File: config.mk
export PLATFORM = sky130hd
export DESIGN_NAME = mist1032isa_uart_transmitter_ex_flat
export DESIGN_NICKNAME = d
export VERILOG_FILES = /design/src/rtl/mist1032isa_uart_transmitter_ex_if.sv /design/src/rtl/mist1032isa_uart_transmitter_ex.sv /design/src/flat_wrapper.sv
export SDC_FILE = /design/constraint.sdc
export NUM_CORES = 1
export LEC_CHECK = 0
export CORE_ASPECT_RATIO = 1.25
export CORE_MARGIN = 10
export CORE_UTILIZATION = 25
export CTS_CLUSTER_SIZE = 25
export DETAILED_ROUTE_END_ITERATION = 16
export PLACE_DENSITY_LB_ADDON = 0.3
export SYNTH_ARGS = -nofsm -noshare
export SYNTH_HDL_FRONTEND = slang
export SYNTH_SLANG_ARGS = --single-unit
File: constraint.sdc
create_clock -name iCLOCK -period 4.3 [get_ports iCLOCK]
set_input_delay 0.645 -clock iCLOCK [delete_from_list [all_inputs] [get_ports iCLOCK]]
set_output_delay 0.645 -clock iCLOCK [all_outputs]
set_load 0.02 [all_outputs]
File: src/rtl/mist1032isa_uart_transmitter_ex_if.sv
// mist1032isa_uart_transmitter_ex_if
// Bus-side handshake bundle for the buffered UART transmitter.
//   iTX_REQ      write strobe, one FIFO entry per cycle high
//   iTX_DATA     write data, DATA_BITS wide
//   oTX_FULL     FIFO holds 2^FIFO_DEPTH_N entries
//   oTX_BUSY     FIFO non-empty or frame engine active
//   oFIFO_COUNT  current FIFO occupancy
// master: the bus side that writes bytes; slave: the transmitter.
interface mist1032isa_uart_transmitter_ex_if #(
  parameter int DATA_BITS    = 8,
  parameter int FIFO_DEPTH_N = 4
);
  logic                    iTX_REQ;
  logic [DATA_BITS-1:0]    iTX_DATA;
  logic                    oTX_FULL;
  logic                    oTX_BUSY;
  logic [FIFO_DEPTH_N:0]   oFIFO_COUNT;

  modport master (
    output iTX_REQ, iTX_DATA,
    input  oTX_FULL, oTX_BUSY, oFIFO_COUNT
  );

  modport slave (
    input  iTX_REQ, iTX_DATA,
    output oTX_FULL, oTX_BUSY, oFIFO_COUNT
  );
endinterface

File: src/rtl/mist1032isa_uart_transmitter_ex.sv
// mist1032isa_uart_transmitter_ex
// Buffered, runtime-configurable UART transmitter in a single clock domain.
// A circular FIFO accepts bytes from the bus; a frame engine serialises them
// as start, DATA_BITS data bits (LSB first), optional parity, 1 or 2 stops.
// Ports:
//   iCLOCK          sole clock, rising edge
//   iRESET_SYNC     synchronous active-high reset
//   iEXTBAUD_COUNT  runtime bit period minus one (BAUDRATE_FIXED=0)
//   iPARITY_EN      append a parity bit
//   iPARITY_ODD     odd parity when 1, even when 0
//   iSTOP2          two stop bits when 1
//   iBREAK          line break request (only with MIST1032ISA_UART_TX_BREAK_EN)
//   bus             handshake bundle (request/data in, full/busy/count out)
//   oUART_TXD       registered serial line, idle high
// Optional feature macro: MIST1032ISA_UART_TX_BREAK_EN adds iBREAK and a
// BREAK state that holds the line low between frames.
module mist1032isa_uart_transmitter_ex #(
  parameter int          DATA_BITS        = 8,
  parameter int          FIFO_DEPTH_N     = 4,
  parameter logic        BAUDRATE_FIXED   = 1'b1,
  parameter logic [19:0] BAUDRATE_COUNTER = 20'd433
) (
  input  logic        iCLOCK,
  input  logic        iRESET_SYNC,
  input  logic [19:0] iEXTBAUD_COUNT,
  input  logic        iPARITY_EN,
  input  logic        iPARITY_ODD,
  input  logic        iSTOP2,
`ifdef MIST1032ISA_UART_TX_BREAK_EN
  input  logic        iBREAK,
`endif
  mist1032isa_uart_transmitter_ex_if.slave bus,
  output logic        oUART_TXD
);

  localparam int          DEPTH    = 1 << FIFO_DEPTH_N;
  localparam int          CW       = FIFO_DEPTH_N + 1;
  localparam logic [2:0]  LAST_IDX = 3'(DATA_BITS - 1);

  typedef enum logic [2:0] {
    ST_IDLE,
    ST_START,
    ST_DATA,
    ST_PARITY,
    ST_STOP
`ifdef MIST1032ISA_UART_TX_BREAK_EN
    , ST_BREAK
`endif
  } state_t;

  logic [DATA_BITS-1:0]    mem_q [DEPTH];
  logic [FIFO_DEPTH_N-1:0] wr_ptr_q, wr_ptr_d, rd_ptr_q, rd_ptr_d;
  logic [CW-1:0]           count_q, count_d;

  state_t                  state_q, state_d;
  logic [19:0]             baud_cnt_q, baud_cnt_d;
  logic [19:0]             period_q, period_d;
  logic [2:0]              bit_idx_q, bit_idx_d;
  logic [DATA_BITS-1:0]    shift_q, shift_d;
  logic                    par_en_q, par_en_d;
  logic                    par_bit_q, par_bit_d;
  logic                    stop2_q, stop2_d;
  logic                    stop_idx_q, stop_idx_d;
  logic                    txd_q, txd_d;
`ifdef MIST1032ISA_UART_TX_BREAK_EN
  logic                    brk_done_q, brk_done_d;
`endif

  logic                    full, fifo_empty, push, pop, load, bit_end;
  logic [19:0]             period_eff;
  logic [DATA_BITS-1:0]    head;

  assign full       = (count_q == CW'(DEPTH));
  assign fifo_empty = (count_q == '0);
  assign push       = bus.iTX_REQ && !full;
  assign head       = mem_q[rd_ptr_q];
  assign period_eff = BAUDRATE_FIXED ? BAUDRATE_COUNTER : iEXTBAUD_COUNT;
  assign bit_end    = (baud_cnt_q == period_q);

  // FIFO bookkeeping: pointers wrap naturally at their width; a push and
  // pop in the same cycle leave the occupancy unchanged.
  always_comb begin
    wr_ptr_d = wr_ptr_q + FIFO_DEPTH_N'(push);
    rd_ptr_d = rd_ptr_q + FIFO_DEPTH_N'(pop);
    count_d  = count_q;
    case ({push, pop})
      2'b10:   count_d = count_q + CW'(1);
      2'b01:   count_d = count_q - CW'(1);
      default: count_d = count_q;
    endcase
  end

  // Frame engine next state. The line value is computed for the state being
  // entered so that oUART_TXD is a flop aligned with the state register.
  // A frame load (from IDLE or straight out of STOP) also snapshots the
  // configuration so mid-frame changes only affect the following frame.
  always_comb begin
    state_d    = state_q;
    baud_cnt_d = (state_q == ST_IDLE) ? 20'd0 :
                 (bit_end ? 20'd0 : baud_cnt_q + 20'd1);
    period_d   = period_q;
    bit_idx_d  = bit_idx_q;
    shift_d    = shift_q;
    par_en_d   = par_en_q;
    par_bit_d  = par_bit_q;
    stop2_d    = stop2_q;
    stop_idx_d = stop_idx_q;
    txd_d      = txd_q;
    pop        = 1'b0;
    load       = 1'b0;
`ifdef MIST1032ISA_UART_TX_BREAK_EN
    brk_done_d = brk_done_q;
`endif
    case (state_q)
      ST_IDLE: begin
        txd_d = 1'b1;
`ifdef MIST1032ISA_UART_TX_BREAK_EN
        if (iBREAK) begin
          state_d    = ST_BREAK;
          txd_d      = 1'b0;
          period_d   = period_eff;
          baud_cnt_d = 20'd0;
          brk_done_d = 1'b0;
        end else
`endif
        if (!fifo_empty) load = 1'b1;
      end
      ST_START: begin
        if (bit_end) begin
          state_d   = ST_DATA;
          txd_d     = shift_q[0];
          shift_d   = shift_q >> 1;
          bit_idx_d = 3'd0;
        end
      end
      ST_DATA: begin
        if (bit_end) begin
          if (bit_idx_q == LAST_IDX) begin
            if (par_en_q) begin
              state_d = ST_PARITY;
              txd_d   = par_bit_q;
            end else begin
              state_d    = ST_STOP;
              txd_d      = 1'b1;
              stop_idx_d = 1'b0;
            end
          end else begin
            bit_idx_d = bit_idx_q + 3'd1;
            txd_d     = shift_q[0];
            shift_d   = shift_q >> 1;
          end
        end
      end
      ST_PARITY: begin
        if (bit_end) begin
          state_d    = ST_STOP;
          txd_d      = 1'b1;
          stop_idx_d = 1'b0;
        end
      end
      ST_STOP: begin
        if (bit_end) begin
          if (stop2_q && !stop_idx_q) begin
            stop_idx_d = 1'b1;
          end else if (!fifo_empty) begin
            load = 1'b1;
          end else begin
            state_d = ST_IDLE;
            txd_d   = 1'b1;
          end
        end
      end
`ifdef MIST1032ISA_UART_TX_BREAK_EN
      // Break lasts at least one full bit period, then until iBREAK drops.
      ST_BREAK: begin
        txd_d = 1'b0;
        if (bit_end) brk_done_d = 1'b1;
        if (!iBREAK && (brk_done_q || bit_end)) begin
          state_d = ST_IDLE;
          txd_d   = 1'b1;
        end
      end
`endif
      default: begin
        state_d = ST_IDLE;
        txd_d   = 1'b1;
      end
    endcase
    if (load) begin
      pop        = 1'b1;
      state_d    = ST_START;
      txd_d      = 1'b0;
      shift_d    = head;
      par_en_d   = iPARITY_EN;
      par_bit_d  = (^head) ^ iPARITY_ODD;
      stop2_d    = iSTOP2;
      period_d   = period_eff;
      baud_cnt_d = 20'd0;
    end
  end

  // FIFO storage carries no reset; occupancy and pointers define validity.
  always_ff @(posedge iCLOCK) begin
    if (push && !iRESET_SYNC) mem_q[wr_ptr_q] <= bus.iTX_DATA;
  end

  always_ff @(posedge iCLOCK) begin
    if (iRESET_SYNC) begin
      wr_ptr_q   <= '0;
      rd_ptr_q   <= '0;
      count_q    <= '0;
      state_q    <= ST_IDLE;
      baud_cnt_q <= '0;
      period_q   <= '0;
      bit_idx_q  <= '0;
      shift_q    <= '0;
      par_en_q   <= 1'b0;
      par_bit_q  <= 1'b0;
      stop2_q    <= 1'b0;
      stop_idx_q <= 1'b0;
      txd_q      <= 1'b1;
`ifdef MIST1032ISA_UART_TX_BREAK_EN
      brk_done_q <= 1'b0;
`endif
    end else begin
      wr_ptr_q   <= wr_ptr_d;
      rd_ptr_q   <= rd_ptr_d;
      count_q    <= count_d;
      state_q    <= state_d;
      baud_cnt_q <= baud_cnt_d;
      period_q   <= period_d;
      bit_idx_q  <= bit_idx_d;
      shift_q    <= shift_d;
      par_en_q   <= par_en_d;
      par_bit_q  <= par_bit_d;
      stop2_q    <= stop2_d;
      stop_idx_q <= stop_idx_d;
      txd_q      <= txd_d;
`ifdef MIST1032ISA_UART_TX_BREAK_EN
      brk_done_q <= brk_done_d;
`endif
    end
  end

  assign oUART_TXD       = txd_q;
  assign bus.oTX_FULL    = full;
  assign bus.oTX_BUSY    = !fifo_empty || (state_q != ST_IDLE);
  assign bus.oFIFO_COUNT = count_q;

endmodule
File: src/flat_wrapper.sv
// flat-port wrapper written by rule: the top's interface ports become plain ports
module mist1032isa_uart_transmitter_ex_flat 
#(
  parameter int          DATA_BITS        = 8,
  parameter int          FIFO_DEPTH_N     = 4,
  parameter logic        BAUDRATE_FIXED   = 1'b1,
  parameter logic [19:0] BAUDRATE_COUNTER = 20'd433
)
  (iCLOCK, iRESET_SYNC, iEXTBAUD_COUNT, iPARITY_EN, iPARITY_ODD, iSTOP2, oUART_TXD, bus_iTX_REQ, bus_iTX_DATA, bus_oTX_FULL, bus_oTX_BUSY, bus_oFIFO_COUNT);
  mist1032isa_uart_transmitter_ex_if #(.DATA_BITS(DATA_BITS), .FIFO_DEPTH_N(FIFO_DEPTH_N)) bus_i ();
  input  logic iCLOCK;
  input  logic iRESET_SYNC;
  input  logic [19:0] iEXTBAUD_COUNT;
  input  logic iPARITY_EN;
  input  logic iPARITY_ODD;
  input  logic iSTOP2;
  output logic oUART_TXD;
  input wire logic [$bits(bus_i.iTX_REQ)-1:0] bus_iTX_REQ;
  input wire logic [$bits(bus_i.iTX_DATA)-1:0] bus_iTX_DATA;
  output wire logic [$bits(bus_i.oTX_FULL)-1:0] bus_oTX_FULL;
  output wire logic [$bits(bus_i.oTX_BUSY)-1:0] bus_oTX_BUSY;
  output wire logic [$bits(bus_i.oFIFO_COUNT)-1:0] bus_oFIFO_COUNT;
  assign bus_i.iTX_REQ = bus_iTX_REQ;
  assign bus_i.iTX_DATA = bus_iTX_DATA;
  assign bus_oTX_FULL = bus_i.oTX_FULL;
  assign bus_oTX_BUSY = bus_i.oTX_BUSY;
  assign bus_oFIFO_COUNT = bus_i.oFIFO_COUNT;
  mist1032isa_uart_transmitter_ex #(.DATA_BITS(DATA_BITS), .FIFO_DEPTH_N(FIFO_DEPTH_N), .BAUDRATE_FIXED(BAUDRATE_FIXED), .BAUDRATE_COUNTER(BAUDRATE_COUNTER)) u_core (.iCLOCK(iCLOCK), .iRESET_SYNC(iRESET_SYNC), .iEXTBAUD_COUNT(iEXTBAUD_COUNT), .iPARITY_EN(iPARITY_EN), .iPARITY_ODD(iPARITY_ODD), .iSTOP2(iSTOP2), .bus(bus_i), .oUART_TXD(oUART_TXD));
endmodule
# --- Word level (Yosys, flattened, before mapping) ---
# Memories as Yosys holds them, arrays and structs flattened. A register that Yosys moved wholly into a read port is not among the register bits.
# Cells that the tools add are included.
totals:
  input_bits: 34
  ram_bits: 128
  n_memories: 1
  word_cells: 120
  register_bits: 53
op_classes:
  mux: 45
  eq_ne: 28
  n_reduce_logical: 24
  n_addsub: 6
  bitwise: 2
mem_list:
  columns: ["name", "depth", "width", "rd", "rd_ports_with_merged_regs", "wr", "line", "text"]
  rows:
  - ["u_core.mem_q", 16, 8, 1, 1, 1, "mist1032isa_uart_transmitter_ex.sv:51", "logic [DATA_BITS-1:0] mem_q [DEPTH];"]
ops:
  columns: ["cell", "count"]
  rows:
  - ["3-bit two-way mux", 11]
  - ["8-bit two-way mux", 4]
  - ["1-bit two-way mux", 22]
  - ["20-bit by 1-bit adder with 20-bit output, second input constant", 1]
  - ["20-bit by 9-bit == test with 1-bit output", 1]
  - ["3-bit by 1-bit != test with 1-bit output, second input constant", 6]
  - ["2-bit by 1-bit != test with 1-bit output, second input constant", 8]
  - ["8-bit case mux with 2 select lines", 1]
  - ["8-bit AND reduction", 2]
  - ["3-bit case mux with 5 select lines", 1]
  - ["5-bit case mux with 2 select lines", 1]
  - ["3-bit nonzero test", 3]
  - ["4-bit by 1-bit adder with 4-bit output", 2]
  - ["4-bit AND reduction", 2]
  - ["8-bit XOR reduction", 1]
  - ["7-bit AND reduction", 1]
  - ["3-bit by 2-bit == test with 1-bit output, second input constant", 2]
  - ["3-bit == test, second input constant", 2]
  - ["2-bit != test, second input constant", 3]
  - ["3-bit by 2-bit != test with 1-bit output, second input constant", 2]
  - ["3-bit case mux with 2 select lines", 1]
  - ["6-bit AND reduction", 1]
  - ["5-bit by 1-bit adder with 5-bit output, second input constant", 1]
  - ["5-bit == test, second input constant", 1]
  - ["other kinds (19)", 25]

# --- Longest topological paths before layout ---
depth:
  depth_word: 8
  depth_mapped: 17
  depth_no_buf: 14

# --- Least setup slack after synthesis ---
# Ideal clock, no wire load.
synth_path:
  path_kind: "register to register"
  start: "reg u_core.baud_cnt_q[4]"
  end: "reg u_core.count_q[4] (netlist: u_core.bus.oFIFO_COUNT[4])"
  slack_ps: 816
  arrival_time_ps: 3414
  period_less_slack_ps: 3484
  stages_incl_launch_ff: 18
  cell_sequence: "dfxtp_1 > nand2_1 > or3_1 > a21oi_2 > o21ai_1 > a21oi_1 > buf_2 > buf_2 > ha_1 > clkbuf_1 > xor2_1 > ha_1 > o21ai_0 > a21oi_1 > a21oi_1 > xor2_1 > or3_1 > a21oi_1"
synth_between:
  elab_chain_cells: 6
  elab_cells_between_ends: 8
  classes_between: "eq/ne: 3; mux: 4; reduce/logical: 1"
synth_rtl:
  columns: ["item", "line", "text"]
  rows:
  - ["from (decl)", "mist1032isa_uart_transmitter_ex.sv:56", "logic [19:0] baud_cnt_q, baud_cnt_d;"]
  - ["from (signal assigned)", "mist1032isa_uart_transmitter_ex.sv:230", "baud_cnt_q <= baud_cnt_d;"]
  - ["20-bit by 9-bit == test with 1-bit output *", "mist1032isa_uart_transmitter_ex.sv:78", "assign bit_end = (baud_cnt_q == period_q);"]
  - ["1-bit two-way mux *", "mist1032isa_uart_transmitter_ex.sv:162", "if (bit_end) begin"]
  - ["1-bit case mux with 2 select lines *", "mist1032isa_uart_transmitter_ex.sv:114", "case (state_q)"]
  - ["1-bit two-way mux *", "mist1032isa_uart_transmitter_ex.sv:189", "if (load) begin"]
  - ["2-bit by 1-bit == test with 1-bit output / 2-bit == test (equally long branches)", "mist1032isa_uart_transmitter_ex.sv:86", "case ({push, pop})"]
  - ["5-bit case mux with 2 select lines / 2-bit nonzero test (equally long branches)", null, null]
  - ["to (signal assigned)", "mist1032isa_uart_transmitter_ex.sv:228", "count_q <= count_d;"]
  - ["to (decl)", "mist1032isa_uart_transmitter_ex.sv:53", "logic [CW-1:0] count_q, count_d;"]
# Every way passes the cells marked *; elsewhere a longest branch is shown, timed or not.
# A chain may end at the register's enable or synchronous reset.

# --- Worst setup path in the final report ---
# Ends and elaborated chain as after synthesis.

==> run summary <==
post-synthesis sequential area ratio -> 0.641
minimum hold slack -> 0.464 ns
Layout Utilization -> 0.294
CTS tree -> yes
final hold violation count -> 0
Mapped Avg Cell Area -> 13.8 µm²
worst endpoint required time -> 4.66 ns
first-pass GRT wire length -> 25,400 µm
status -> complete, no violations
Hold Path Stages -> 2
slowest CP cell -> or3_1
Core Box Area -> 0.0301 mm²
Async SR Flop Fraction -> 0
total number of vias -> 4,390
Synth top area share -> 0.502
fmax -> 300 MHz
#FFs+latches synth -> 181
R2R Path End -> u_core.bus.oFIFO_COUNT[4]$_SDFFE_PP0P_
grt ovf -> 0
number of global-route vias before repair -> 4,405
Most common cell on crit path -> a21oi_1
# port buffers -> 21
CTS Buffer Depth -> 2
Worst EP arrival -> 3.70 ns
Synth area leader -> edfxtp_1
synth unique cells -> 49
pin count of the biggest net entering global routing -> 36
Area growth syn-to-layout -> 15.9%
die area -> 0.0381 mm²
Post-Synthesis Cells -> 556
commonest non-fill, non-tap cell in the layout -> edfxtp_1
number of post-CTS setup repair buffers -> 0
number of enable flip-flop cells after synthesis -> 128
Die Ht -> 216 µm
synth warn -> 0
routed wire length -> 16,100 µm
Worst Reg-to-Reg Cells -> 14
post-synthesis cell area -> 0.00765 mm²
CTS Buf Count -> 17
drt via density -> 4.42
Worst Tran Pin Value -> 0.979 ns
Mapped Nets -> 601
unrepaired setup endpoints after global routing -> false
Critical Path End Type -> register
initial DRC count -> 172
Setup CP Type -> register to register
Initial Utilization -> 0.254
antenna-violating nets left -> 0
CP max FO -> 8
clock sink count -> 181
FF-to-FF setup slack -> 0.96 ns
pre-CTS setup slack -> 0.937 ns
DP HPWL -> 10,900 µm
Power Density -> 557 mW/mm²
Die Wd -> 176 µm
hold-fix buffers at CTS -> 0
post-CTS sizing -> 0
Final Setup Violations -> 0
CTS root buffer -> clkbuf_16
clock-pin slew on the worst setup and hold paths -> 0.07 ns
max-slew violations -> 0
1st-pass router iterations -> 4
DRC -> 0
# rows -> 71
final worst slack -> 0.965 ns
crit start category -> register
CP cell instances -> nand2_1, or3_1, a21oi_2, o21ai_1, a21oi_2, ha_1, xor2_1, ha_1, o21ai_0, a21oi_1, a21oi_1, xor2_1, or3_1, a21oi_1
all-layer global routing usage -> 0.0865
hold endpoint -> u_core.shift_q[4]$_SDFFE_PP0P_
CTS H-Tree Depth -> 4
worst skew pair latency -> 0.44 ns
Max VDD drop -> 0.278 mV
HP Class -> register to register
commonest cells after routing, fill and taps aside -> edfxtp_1, nor2_1, dfxtp_1, nand2_1, mux2i_1
share of cells above drive strength 1 -> 0.105
part of the cycle the worst path needs -> 0.776
wire length per cell -> 16.2 µm
Leakage -> 2.83 nW
predominant post-synthesis flop cell -> edfxtp_1
worst r2r src -> u_core.baud_cnt_q[4]$_SDFF_PP0_
initial antenna violation count -> 0
total of max-cap violations -> 0
Total Neg Setup Slack -> 0 ns
fillers -> 3,058
final net count -> 624
Inserted Diodes -> 0
slowest stage delay, CP -> 0.42 ns
clk_skew -> 0.0156 ns
Synth area leaders -> edfxtp_1, dfxtp_1, mux2i_1
Final Wtd Congestion -> 0.718
I/O pin total -> 42
hold path startpoint -> u_core.shift_q[4]$_SDFFE_PP0P_
post-layout min period -> 3.34 ns
relative slew slack -> 0.345
-- cells in the mapped netlist, drive strengths merged, types with 13 or more instances --
| cell type | number |
|---|---|
| clkbuf | 13 |
| mux2i | 30 |
| edfxtp | 128 |
| a21oi | 28 |
| xor2 | 17 |
| o21ai | 20 |
| buf | 13 |
| mux4 | 19 |
| nand2 | 30 |
| nor2 | 62 |
| xnor2 | 13 |
| dfxtp | 53 |
-- worst max path at each step --
stage,cells past startpoint,startpoint,endpoint
floorplan,17,u_core.baud_cnt_q[4]$_SDFF_PP0_,u_core.bus.oFIFO_COUNT[4]$_SDFFE_PP0P_
global placement,14,u_core.baud_cnt_q[16]$_SDFF_PP0_,u_core.bus.oFIFO_COUNT[4]$_SDFFE_PP0P_
detailed placement,14,u_core.baud_cnt_q[17]$_SDFF_PP0_,u_core.bus.oFIFO_COUNT[4]$_SDFFE_PP0P_
CTS,14,u_core.baud_cnt_q[17]$_SDFF_PP0_,u_core.bus.oFIFO_COUNT[4]$_SDFFE_PP0P_
global route,14,u_core.baud_cnt_q[16]$_SDFF_PP0_,u_core.bus.oFIFO_COUNT[4]$_SDFFE_PP0P_
finish,14,u_core.baud_cnt_q[4]$_SDFF_PP0_,u_core.bus.oFIFO_COUNT[4]$_SDFFE_PP0P_
-- cells by family after synthesis --
kind of cell / share of synthesized area
mux: 0.0986
simple gates: 0.101
fa+ha+maj: 0.0180
xor+xnor: 0.0392
compound gates: 0.0759
flops: 0.641
buf+inv: 0.0266
-- sequential cells by signal (all words and copies together) (netlist names), 3 cells and up --
register,count
u_core.shift_q,8
u_core.state_q,3
u_core.rd_ptr_q,4
u_core.wr_ptr_q,4
u_core.baud_cnt_q,20
u_core.mem_q,128
u_core.bus.oFIFO_COUNT,5
u_core.bit_idx_q,3
-- report_power, final --
part | leakage (nW) | switching (mW) | internal, mW
logic | 0.962 | 0.711 | 0.602
registers | 1.58 | 0.109 | 1.97
clock network | 0.286 | 0.728 | 0.826
total | 2.83 | 1.55 | 3.39
-- worst max-delay path, delay by kind of cell (launching register included) --
family,cells,cell delay [ns]
xor gates and xnor gates,2,0.33
AOI/OAI and AO/OA,7,1.18
and+or+nand+nor,3,0.82
DFF,1,0.41
adders and majority gates,2,0.54
-- routing by layer --
| layer | track usage | up-vias | routed length [µm] |
|---|---|---|---|
| met5 | 0 | - | 0 |
| met4 | 0.0272 | 0 | 202 |
| met3 | 0.0201 | 13 | 441 |
| met2 | 0.149 | 56 | 8190 |
| met1 | 0.104 | 2186 | 7220 |
| li1 | - | 2135 | - |
-- area by class of cell --
| type | instances | area [µm²] | share of cell area |
|---|---|---|---|
| inverters | 9 | 33.8 | 0.00381 |
| repair buffers | 30 | 290 | 0.0327 |
| well taps | 401 | 502 | 0.0566 |
| multi-input cells | 340 | 2550 | 0.287 |
| flip-flops and latches | 181 | 4910 | 0.553 |
| clock buffers | 17 | 425 | 0.0480 |
| clock inverters | 15 | 161 | 0.0182 |
-- through the flow --
step / std cells / instance area, µm² / power (mW)
final: 993 / 8870 / 4.94
after global routing: 993 / 8870 / 5.22
after CTS: 993 / 8870 / 5.02
after detailed placement: 961 / 8280 / 3.45
after global placement: 961 / 8280 / 3.44
after floorplan: 556 / 7650 / 3.12
Note: power is estimated with default switching activity, not from simulation.
==> variant (config.mk and constraints unchanged) <==
Register the input `iEXTBAUD_COUNT` before use, with the module's reset. The logic sees it one clock later. The other inputs are not delayed to match.
--- a/src/rtl/mist1032isa_uart_transmitter_ex.sv
+++ b/src/rtl/mist1032isa_uart_transmitter_ex.sv
@@ -48,6 +48,16 @@
 `endif
   } state_t;
 
+  logic [19:0] iEXTBAUD_COUNT_q;
+
+  always_ff @(posedge iCLOCK) begin
+    if (iRESET_SYNC) begin
+      iEXTBAUD_COUNT_q <= '0;
+    end else begin
+      iEXTBAUD_COUNT_q <= iEXTBAUD_COUNT;
+    end
+  end
+
   logic [DATA_BITS-1:0]    mem_q [DEPTH];
   logic [FIFO_DEPTH_N-1:0] wr_ptr_q, wr_ptr_d, rd_ptr_q, rd_ptr_d;
   logic [CW-1:0]           count_q, count_d;
@@ -74,7 +84,7 @@
   assign fifo_empty = (count_q == '0);
   assign push       = bus.iTX_REQ && !full;
   assign head       = mem_q[rd_ptr_q];
-  assign period_eff = BAUDRATE_FIXED ? BAUDRATE_COUNTER : iEXTBAUD_COUNT;
+  assign period_eff = BAUDRATE_FIXED ? BAUDRATE_COUNTER : iEXTBAUD_COUNT_q;
   assign bit_end    = (baud_cnt_q == period_q);
 
   // FIFO bookkeeping: pointers wrap naturally at their width; a push and
Behaviour: unchanged (equiv_simple and equiv_induct, registers matched by name and starting in step).
==> variant against the original RTL <==
Area after synthesis shrank 1.0%. Sequential cell count unchanged. Wire length increased by 3.1%. Hold slack lost 2.5 ps. Total power grew 3.7%. Die area fell by 0.89%. Final cell count is 0.81% higher. Setup slack worse by 290 ps. Largest power group unchanged. Core utilization shrank 0.075 points. Design area down 0.55%. Critical path depth increased by 4.
==> variant: results (changes against the original RTL) <==
* Slowest cell on crit path: or4_1
* Worst Setup SP: u_core.baud_cnt_q[0]$_SDFF_PP0_
* Initial antenna violation count at 1 (+1)
* R2R depth at 18 (+4)
* Final Wtd Congestion at 0.7713 (+7.4%)
* WL met2 at 8.466 mm (+3.4%)
* Outcome: completed
* Met2 Use GR at 14.94% (about the same)
* Clock Skew at 11.68 ps (-3.967 ps)
* Fmax at 0.2759 GHz (-8.0%)
* Post-Route M1 WL at 7.362 mm (+1.9%)
* Largest net degree at the start of global routing at 35 (-2.8%)
* Critical Path AT at 3980 ps (+280 ps)
* Worst hold margin at 461.0 ps (-2.529 ps)
* First DRT Iteration DRCs at 277 (+61%)
* Max stage delay on crit path at 510 ps (+90 ps)
* First-pass DRT Iterations at 5 (+1)
* Maximum VDD drop at 0.2601 mV (-6.6%)
* Met3 usage at 2.325% (+0.32 points)
* Post-Route WL at 16.55 mm (+3.1%)
* Number of global-route vias before repair at 4,469 (+1.5%)
* Syn Nets at 607 (+1.0%)
* Met1 GRT Util at 10.82% (+0.46 points)
* Hold Path End: u_core.bit_idx_q[1]$_SDFFE_PP0P_
* Area contributors post-synth: edfxtp_1 (51%), dfxtp_1 (14%), mux4_2 (5.6%)
* Dpl hpwl at 11.11 mm (+1.8%)
* Crit path max-delay family: simple AND/OR/NAND/NOR gates
* PwrDens at 581.3 mW/mm2 (+4.3%)
* # nets final at 631 (+1.1%)
* Routed vias/inst at 4.507 (+2.0%)
* Measured slew at the worst slew-check pin at 985.6 ps (+6.434 ps)
* Met3 WL post-DR at 559 um (+27%)
* Sw power at 0.001718 W (+11%)
* Placed Area at 0.008257 mm2 (-0.29%)
* GRT Util Overall at 8.825% (+0.18 points)
* First-pass GRT wire length at 25.96 mm (+2.3%)
* Comb pwr at 0.00152 W (+16%)
* Reg2Reg Setup Slack at 670 ps (-290 ps)
* LEAKAGE at 2.789 nW (-1.5%)
* Yosys cell types at 50 (+2.0%)
* Fraction of layout cells with a size suffix above 1 at 10.83% (+0.36 points)
* Sequential area share after synthesis at 64.73% (+0.65 points)
* Later-pin clock latency in the skew report at 430 ps
* Commonest cells in the netlist: edfxtp_1 (128), nor2_1 (58), dfxtp_1 (53)
* Total CTS buffers at 17 (unchanged)
* Crit Path Class: reg -> reg
* Worst hold start: u_core.bit_idx_q[1]$_SDFFE_PP0P_
* Worst Path Max Fanout at 6 (-2)
-- variant: layout make-up --
class	count	area [um2]
Clock buffer	18	429.2
Clock inverter	14	132.6
Fill cell	3079	21210
Inverter	9	33.78
Multi-Input combinational cell	345	2502
Sequential cell	181	4906
Tap cell	401	501.7
Timing Repair Buffer	33	312.8
-- variant: kinds of logic (layout without fill, tap and decap cells) --
group / after synthesis / count (layout) / share of synthesized area, %
flip-flops: 181 / 181 / 64.73
AND/OR/NAND/NOR: 167 / 167 / 10.65
AO/OA/AOI/OAI: 86 / 86 / 7.216
multiplexers: 48 / 48 / 9.478
buffers and inverters: 37 / 74 / 2.246
XOR/XNOR: 34 / 34 / 4.029
adder cells (fa/ha/maj): 10 / 10 / 1.651
-- variant: through the flow --
| step | cells | utilization [%] |
|---|---|---|
| finish | 1001 | 29.37 |
| CTS | 1001 | 29.37 |
| global route | 1001 | 29.37 |
| global placement | 969 | 27.50 |
| detailed placement | 969 | 27.50 |
| floorplan | 563 | - |
